### src/rtl/vga_sync_out.sv
// VGA timing generator: divides the system clock down to the pixel rate,
// runs the horizontal/vertical raster counters and produces registered
// sync, colour and frame-tick outputs aligned one pixel period behind x/y.
module vga_sync_out #(
  parameter int CLK_DIV   = 4,
  parameter int H_DISPLAY = 640,
  parameter int H_FRONT   = 16,
  parameter int H_SYNC    = 96,
  parameter int H_BACK    = 48,
  parameter int V_DISPLAY = 480,
  parameter int V_FRONT   = 10,
  parameter int V_SYNC    = 2,
  parameter int V_BACK    = 33
) (
  input  logic        clk,
  input  logic        reset,
  input  logic [11:0] colour,
  output logic        hsync,
  output logic        vsync,
  output logic [11:0] vga,
  output logic [9:0]  x,
  output logic [9:0]  y,
  output logic        video_on,
  output logic        pixel_tick,
  output logic        frame_tick
);

  localparam int H_TOTAL = H_DISPLAY + H_FRONT + H_SYNC + H_BACK;
  localparam int V_TOTAL = V_DISPLAY + V_FRONT + V_SYNC + V_BACK;
  localparam int DIV_W   = (CLK_DIV > 1) ? $clog2(CLK_DIV) : 1;

  localparam logic [DIV_W-1:0] DIV_LAST = DIV_W'(CLK_DIV - 1);
  localparam logic [DIV_W-1:0] DIV_ONE  = DIV_W'(1);

  localparam logic [9:0] H_LAST   = 10'(H_TOTAL - 1);
  localparam logic [9:0] V_LAST   = 10'(V_TOTAL - 1);
  localparam logic [9:0] H_VIS    = 10'(H_DISPLAY);
  localparam logic [9:0] V_VIS    = 10'(V_DISPLAY);
  localparam logic [9:0] HS_START = 10'(H_DISPLAY + H_FRONT);
  localparam logic [9:0] HS_END   = 10'(H_DISPLAY + H_FRONT + H_SYNC - 1);
  localparam logic [9:0] VS_START = 10'(V_DISPLAY + V_FRONT);
  localparam logic [9:0] VS_END   = 10'(V_DISPLAY + V_FRONT + V_SYNC - 1);
  localparam logic [9:0] V_FT     = 10'(V_DISPLAY - 1);

  logic [DIV_W-1:0] div_r;
  logic [9:0]       h_cnt_r;
  logic [9:0]       v_cnt_r;
  logic [9:0]       h_next_s;
  logic [9:0]       v_next_s;
  logic             pixel_tick_s;
  logic             video_on_s;
  logic             hsync_next_s;
  logic             vsync_next_s;
  logic             hsync_r;
  logic             vsync_r;
  logic [11:0]      vga_r;
  logic             frame_tick_r;

  assign pixel_tick_s = (div_r == DIV_LAST);
  assign video_on_s   = (h_cnt_r < H_VIS) && (v_cnt_r < V_VIS);

  // Clock divider: free-running 0..CLK_DIV-1, one pixel_tick per wrap.
  always_ff @(posedge clk or posedge reset) begin
    if (reset) begin
      div_r <= '0;
    end else if (pixel_tick_s) begin
      div_r <= '0;
    end else begin
      div_r <= div_r + DIV_ONE;
    end
  end

  // Next raster position, including the single-step bottom-right wrap to (0,0).
  always_comb begin
    h_next_s = h_cnt_r;
    v_next_s = v_cnt_r;
    if (h_cnt_r == H_LAST) begin
      h_next_s = 10'd0;
      if (v_cnt_r == V_LAST) begin
        v_next_s = 10'd0;
      end else begin
        v_next_s = v_cnt_r + 10'd1;
      end
    end else begin
      h_next_s = h_cnt_r + 10'd1;
    end
  end

  // Sync pulse decode for the pixel currently addressed by the counters.
  always_comb begin
    hsync_next_s = 1'b1;
    vsync_next_s = 1'b1;
    if ((h_cnt_r >= HS_START) && (h_cnt_r <= HS_END)) begin
      hsync_next_s = 1'b0;
    end else begin
      hsync_next_s = 1'b1;
    end
    if ((v_cnt_r >= VS_START) && (v_cnt_r <= VS_END)) begin
      vsync_next_s = 1'b0;
    end else begin
      vsync_next_s = 1'b1;
    end
  end

  // Raster counters advance only on pixel ticks.
  always_ff @(posedge clk or posedge reset) begin
    if (reset) begin
      h_cnt_r <= 10'd0;
      v_cnt_r <= 10'd0;
    end else if (pixel_tick_s) begin
      h_cnt_r <= h_next_s;
      v_cnt_r <= v_next_s;
    end else begin
      h_cnt_r <= h_cnt_r;
      v_cnt_r <= v_cnt_r;
    end
  end

  // Registered outputs: colour/sync latched once per pixel, frame pulse on entry to vblank.
  always_ff @(posedge clk or posedge reset) begin
    if (reset) begin
      hsync_r      <= 1'b1;
      vsync_r      <= 1'b1;
      vga_r        <= 12'h000;
      frame_tick_r <= 1'b0;
    end else begin
      frame_tick_r <= pixel_tick_s && (h_cnt_r == H_LAST) && (v_cnt_r == V_FT);
      if (pixel_tick_s) begin
        hsync_r <= hsync_next_s;
        vsync_r <= vsync_next_s;
        vga_r   <= video_on_s ? colour : 12'h000;
      end else begin
        hsync_r <= hsync_r;
        vsync_r <= vsync_r;
        vga_r   <= vga_r;
      end
    end
  end

  assign hsync      = hsync_r;
  assign vsync      = vsync_r;
  assign vga        = vga_r;
  assign x          = h_cnt_r;
  assign y          = v_cnt_r;
  assign video_on   = video_on_s;
  assign pixel_tick = pixel_tick_s;
  assign frame_tick = frame_tick_r;

endmodule

### config.mk
export PLATFORM = sky130hd
export DESIGN_NAME = vga_sync_out
export DESIGN_NICKNAME = d
export VERILOG_FILES = /design/src/rtl/vga_sync_out.sv
export SDC_FILE = /design/constraint.sdc
export NUM_CORES = 1
export LEC_CHECK = 0
export BUFFER_PORTS_ARGS = -buffer_cell sky130_fd_sc_hd__buf_2
export CAP_MARGIN = 40
export CORE_ASPECT_RATIO = 1.4
export CORE_MARGIN = 3
export CORE_UTILIZATION = 30
export CTS_CLUSTER_SIZE = 12
export DETAILED_ROUTE_END_ITERATION = 6
export PLACE_DENSITY = 0.54
export SYNTH_ARGS = -nofsm -noshare
export SYNTH_HDL_FRONTEND = slang
export SYNTH_SLANG_ARGS = --single-unit
### constraint.sdc
create_clock -name clk -period 2.4 [get_ports clk]
set_input_delay 0.48 -clock clk [delete_from_list [all_inputs] [get_ports clk]]
set_output_delay 0.48 -clock clk [all_outputs]
set_load 0.005 [all_outputs]
======== After elaboration in Yosys (flattened, before gate mapping) ========
Index checks and enable logic that the tools add are counted.
word-level totals
  bits in registers ....................... 37
  logic and storage cells ................. 32
  input port bits ......................... 14
operators by class
  $lt $le $gt $ge ......................... 6
  eq/ne operators ......................... 4
  add/sub/neg operators ................... 3
  mux-type cells .......................... 6
  reductions and logical operators ........ 6
operator list
  kind                   number
  $add 10x1->10 const B  2
  $eq 10x10->1 const B   2
  $mux 10                2
  $mux 12                1
  $eq 10x9->1 const B    1
  $ge 10x10->1 const B   1
  $ge 10x9->1 const B    1
  $le 10x10->1 const B   1
  $le 10x9->1 const B    1
  $lt 10x10->1 const B   1
  $lt 10x9->1 const B    1
  $logic_and 1x1->1      5
  $add 2x1->2 const B    1
  $eq 2x2->1 const B     1
  $mux 1                 2
  $mux 2                 1
  $reduce_and 2->1       1

======== Longest topological paths before layout ========
  depth in word-level cells ............... 3
  depth in mapped cells ................... 6
  gate-level depth less buffers ........... 6

======== Worst setup path before layout ========
No wires, ideal clock.
  path kind ............................... reg-to-output
  start ................................... register v_cnt_r[6], in the netlist y[6]
  end ..................................... output video_on
  required time ........................... 1,920 ps
  cell stages (with the launch flop) ...... 6
  slack ................................... 479 ps
  buffers on the path ..................... 1
  arrival ................................. 1,441 ps
  cells stage by stage .................... dfrtp_1 and2_1 and3_1 or3b_1 buf_2 inv_1
on the way
  cells in the longest elaborated chain, start to end .. 2
ends and longest elaborated chain
  what                    RTL line  RTL
  start, declared         47        logic [9:0] v_cnt_r;
  start signal, assigned  112       v_cnt_r <= v_next_s;
  start signal, assigned  115       v_cnt_r <= v_cnt_r;
  $lt 10x9->1             60        assign video_on_s = (h_cnt_r < H_VIS) && (v_cnt_r < V_VIS);
  $logic_and 1x1->1       60
  end, declared           23        output logic video_on,
Every way passes these cells.

======== Worst setup path after layout ========
Same ends and word-level chain as after synthesis.

==> flow_metrics.env <==
export IMPL_switching_share=0.2162
export IMPL_wire_length_of_the_first_global_routing_pass_um=7086
export IMPL_netlist_instances=178
export IMPL_worst_r2r_path_depth=4
export IMPL_setup_violations=0
export IMPL_critical_path_depth=5
export IMPL_critical_path_cell_chain="and2_1 -> and3_1 -> or3b_1 -> inv_1 -> buf_2"
export IMPL_dp_cells=294
export IMPL_setup_worst_path_end_class="primary output"
export IMPL_power_per_cell_area_mw_per_mm2=525.0
export IMPL_worstHoldPathType="in2async"
export IMPL_cts_buffers_inserted=5
export IMPL_layout_commonest_cell="sky130_fd_sc_hd__buf_2"
export IMPL_yosys_warnings=0
export IMPL_layout_drive_gt1_share=0.3034
export IMPL_clock_skew_final_ns=0.003494
export IMPL_timing_critical_path_slowest_cell_delay_ns=0.43
export IMPL_nets=252
export IMPL_grt_pass1_vias=1436
export IMPL_clk_insertion_delay_late_ns=0.28
export IMPL_start_util=0.3160
export IMPL_area_enclosed_by_the_die_boundary_sq_mm=0.006922
export IMPL_grt_total_usage=0.1268
export IMPL_port_buffers=50
export IMPL_dr_first_iter_drc_count=91
export IMPL_share_clk_of_total_power=0.414
export IMPL_fillCellCount=573
export IMPL_routed_wire_length_per_instance_um=13.50
export IMPL_critical_path_buf_inv_count=2
export IMPL_startpoint_type="flip-flop"
export IMPL_horiz_die_dim_um=71.18
export IMPL_leakage_nw=1.100
export IMPL_cts_resized=0
export IMPL_filler_free_cell_count_of_the_finished_design=302
export IMPL_wirelength_um=4078
export IMPL_area_growth_synth_to_final_pct=24.47
export IMPL_synth_cell_type_count=39
export IMPL_synth_yosys_seq_area_share=0.5203
export IMPL_floorplan_io_pins=51
export IMPL_critPathSlowestCell="sky130_fd_sc_hd__dfrtp_1"
export IMPL_p_seq_frac=0.547
export IMPL_drc=0
export IMPL_antenna_diode_count=0
export IMPL_critPathKind="reg2out"
export IMPL_post_cts_setup_buffer_count=0
export IMPL_number_of_pins_exceeding_their_max_slew_limit_in_the_final_report=0
export IMPL_coreArea_sq_mm=0.005645
export IMPL_finalHoldWorstSlack_ns=0.2875
export IMPL_synth_area_sq_mm=0.001784
export IMPL_critPathRequiredTime_ns=1.92
export IMPL_setup_total_negative_slack_ns=0
export IMPL_fp_row_count=32
export IMPL_worst_slew_margin_rel=0.5092
export IMPL_number_of_clock_sinks_seen_by_cts=37
export IMPL_avgSynthCellArea_sq_um=10.02
export IMPL_route_detailed_vias_per_inst=4.795
export IMPL_finalCritPeriodShare=0.9077
export IMPL_final_antenna_net_count=0
export IMPL_worst_ep_arrival_time_ns=1.70
export IMPL_net_switching_power_mw=0.2521
export IMPL_synth_fp_nets=197
export IMPL_path_clk_slew_ns=0.07
export IMPL_final_cell_mix="sky130_fd_sc_hd__buf_2 (50), sky130_fd_sc_hd__dfrtp_1 (35), sky130_fd_sc_hd__inv_1 (21), sky130_fd_sc_hd__nand2_1 (20), sky130_fd_sc_hd__o22ai_1 (13)"
export IMPL_grt_ovfl_total=0
export IMPL_combPwrFrac=0.039
export IMPL_vias=1448
export IMPL_run_status="complete, no violations"
export IMPL_maximum_buffer_depth_of_the_clock_tree=2
export IMPL_irDropWorstVdd_mv=0.1905
export IMPL_synth_seq_cells=37
export IMPL_root_buffer="sky130_fd_sc_hd__clkbuf_8"
export IMPL_layout_core_utilization=0.3934
export IMPL_hold_viol=0
export IMPL_cts_max_level=2
export IMPL_dpl_worst_slack_ns=0.5461
export IMPL_detailedRoute_firstPassIterationCount=4
export IMPL_final_area_sq_mm=0.002221
export IMPL_place_area_sq_mm=0.002120
export IMPL_place_detailed_hpwl_um=2942
export IMPL_min_period_ns=2.179
export IMPL_worst_path_dominant_cell_family="simple AND/OR/NAND/NOR gates"
export IMPL_timing_worst_slew_pin_value_ns=0.7306
export IMPL_ctsHoldBuffers=0
export IMPL_final_weighted_congestion_in_routability_driven_placement=0.7170
export IMPL_power_mw=1.166
export IMPL_max_cap_violations=0
export IMPL_tritoncts="built"
export IMPL_pin_count_of_the_biggest_net_entering_global_routing=38
export IMPL_internal_power_mw=0.9138
export IMPL_post_route_worst_setup_slack_ns=0.2215
export IMPL_fmax_mhz=459.0
export IMPL_grt_setup_unrepaired="no"
export IMPL_die_height_um=97.25
export IMPL_critical_path_max_fanout=5
export IMPL_antenna_violations_before_repair=0
==> worst paths after layout <==
kind / startpoint / endpoint / slack (ns)
max: y[6] / video_on / 0.22
min: reset / vga[2] / 0.29
max reg2reg: x[6] / y[3] / 0.58
min reg2reg: div_r[0] / div_r[0] / 0.43
max in group asynchronous: reset / hsync / 1.75
min in group clk: div_r[0] / div_r[0] / 0.43
==> cell type report <==
class / count / area, sq um / area share
Multi-Input combinational cell: 113 / 739.5 / 0.3330
Inverter: 21 / 78.83 / 0.03549
Sequential cell: 37 / 928.4 / 0.4180
Tap cell: 68 / 85.08 / 0.03831
Timing Repair Buffer: 55 / 287.8 / 0.1296
Clock inverter: 1 / 5.005 / 0.002254
Clock buffer: 7 / 96.34 / 0.04338
==> power by group through the flow <==
stage | sequential [mW] | clock (mW) | combinational, mW
after floorplan | 0.652 | 0 | 0.0183
after global placement | 0.650 | 0 | 0.0466
after detailed placement | 0.650 | 0 | 0.0472
after CTS | 0.638 | 0.497 | 0.0475
after global routing | 0.639 | 0.524 | 0.0518
final | 0.638 | 0.483 | 0.0454
==> per-layer routing <==
metal / wire [um] / global-route usage
met5: 0 / 0
met4: 80 / 0.05210
met3: 227 / 0.03313
met2: 1945 / 0.1997
met1: 1824 / 0.1627
==> flip-flops by register name, indices dropped and copies added, names as in the netlist <==
| register | cells |
|---|---|
| frame_tick | 1 |
| hsync | 1 |
| div_r | 2 |
| vsync | 1 |
| vga | 12 |
| x | 10 |
| y | 10 |
==> cells by family after synthesis <==
| kind of cell | count (synthesis) | synth area share |
|---|---|---|
| simple gates | 69 | 0.2209 |
| fa+ha+maj | 5 | 0.03506 |
| compound gates | 25 | 0.08766 |
| buf+inv | 28 | 0.06522 |
| mux | 2 | 0.01192 |
| flops | 37 | 0.5203 |
| xor+xnor | 12 | 0.05891 |
==> cell usage after synthesis (all sizes together) <==
cell type / instances / share of area
dfrtp: 35 / 0.49
inv: 21 / 0.044
nand2: 20 / 0.042
o22ai: 13 / 0.046
nor2: 10 / 0.021
xnor2: 10 / 0.049
nand3: 8 / 0.022
buf: 6 / 0.019
and3: 5 / 0.019
ha: 5 / 0.035
nand4: 5 / 0.018
nor3: 5 / 0.014
o21ai: 5 / 0.014
nor4: 3 / 0.019
nor4b: 3 / 0.015
a21oi: 2 / 0.0056
a31oi: 2 / 0.0070
dfstp: 2 / 0.029
nand4b: 2 / 0.018
xor2: 2 / 0.0098
a2bb2o: 1 / 0.0056
a31o: 1 / 0.0049
a41oi: 1 / 0.0049
and2: 1 / 0.0035
and4: 1 / 0.0049
clkbuf: 1 / 0.0021
mux2: 1 / 0.0063
mux2i: 1 / 0.0056
nand3b: 1 / 0.0042
nor2b: 1 / 0.0035
nor3b: 1 / 0.0042
or2: 1 / 0.0035
or3: 1 / 0.0042
or3b: 1 / 0.0049
==> worst min-delay path, delay by kind of cell <==
family                 cells  cell delay (ns)
buffers and inverters      3             0.53
Power figures use the tool's default switching activity.
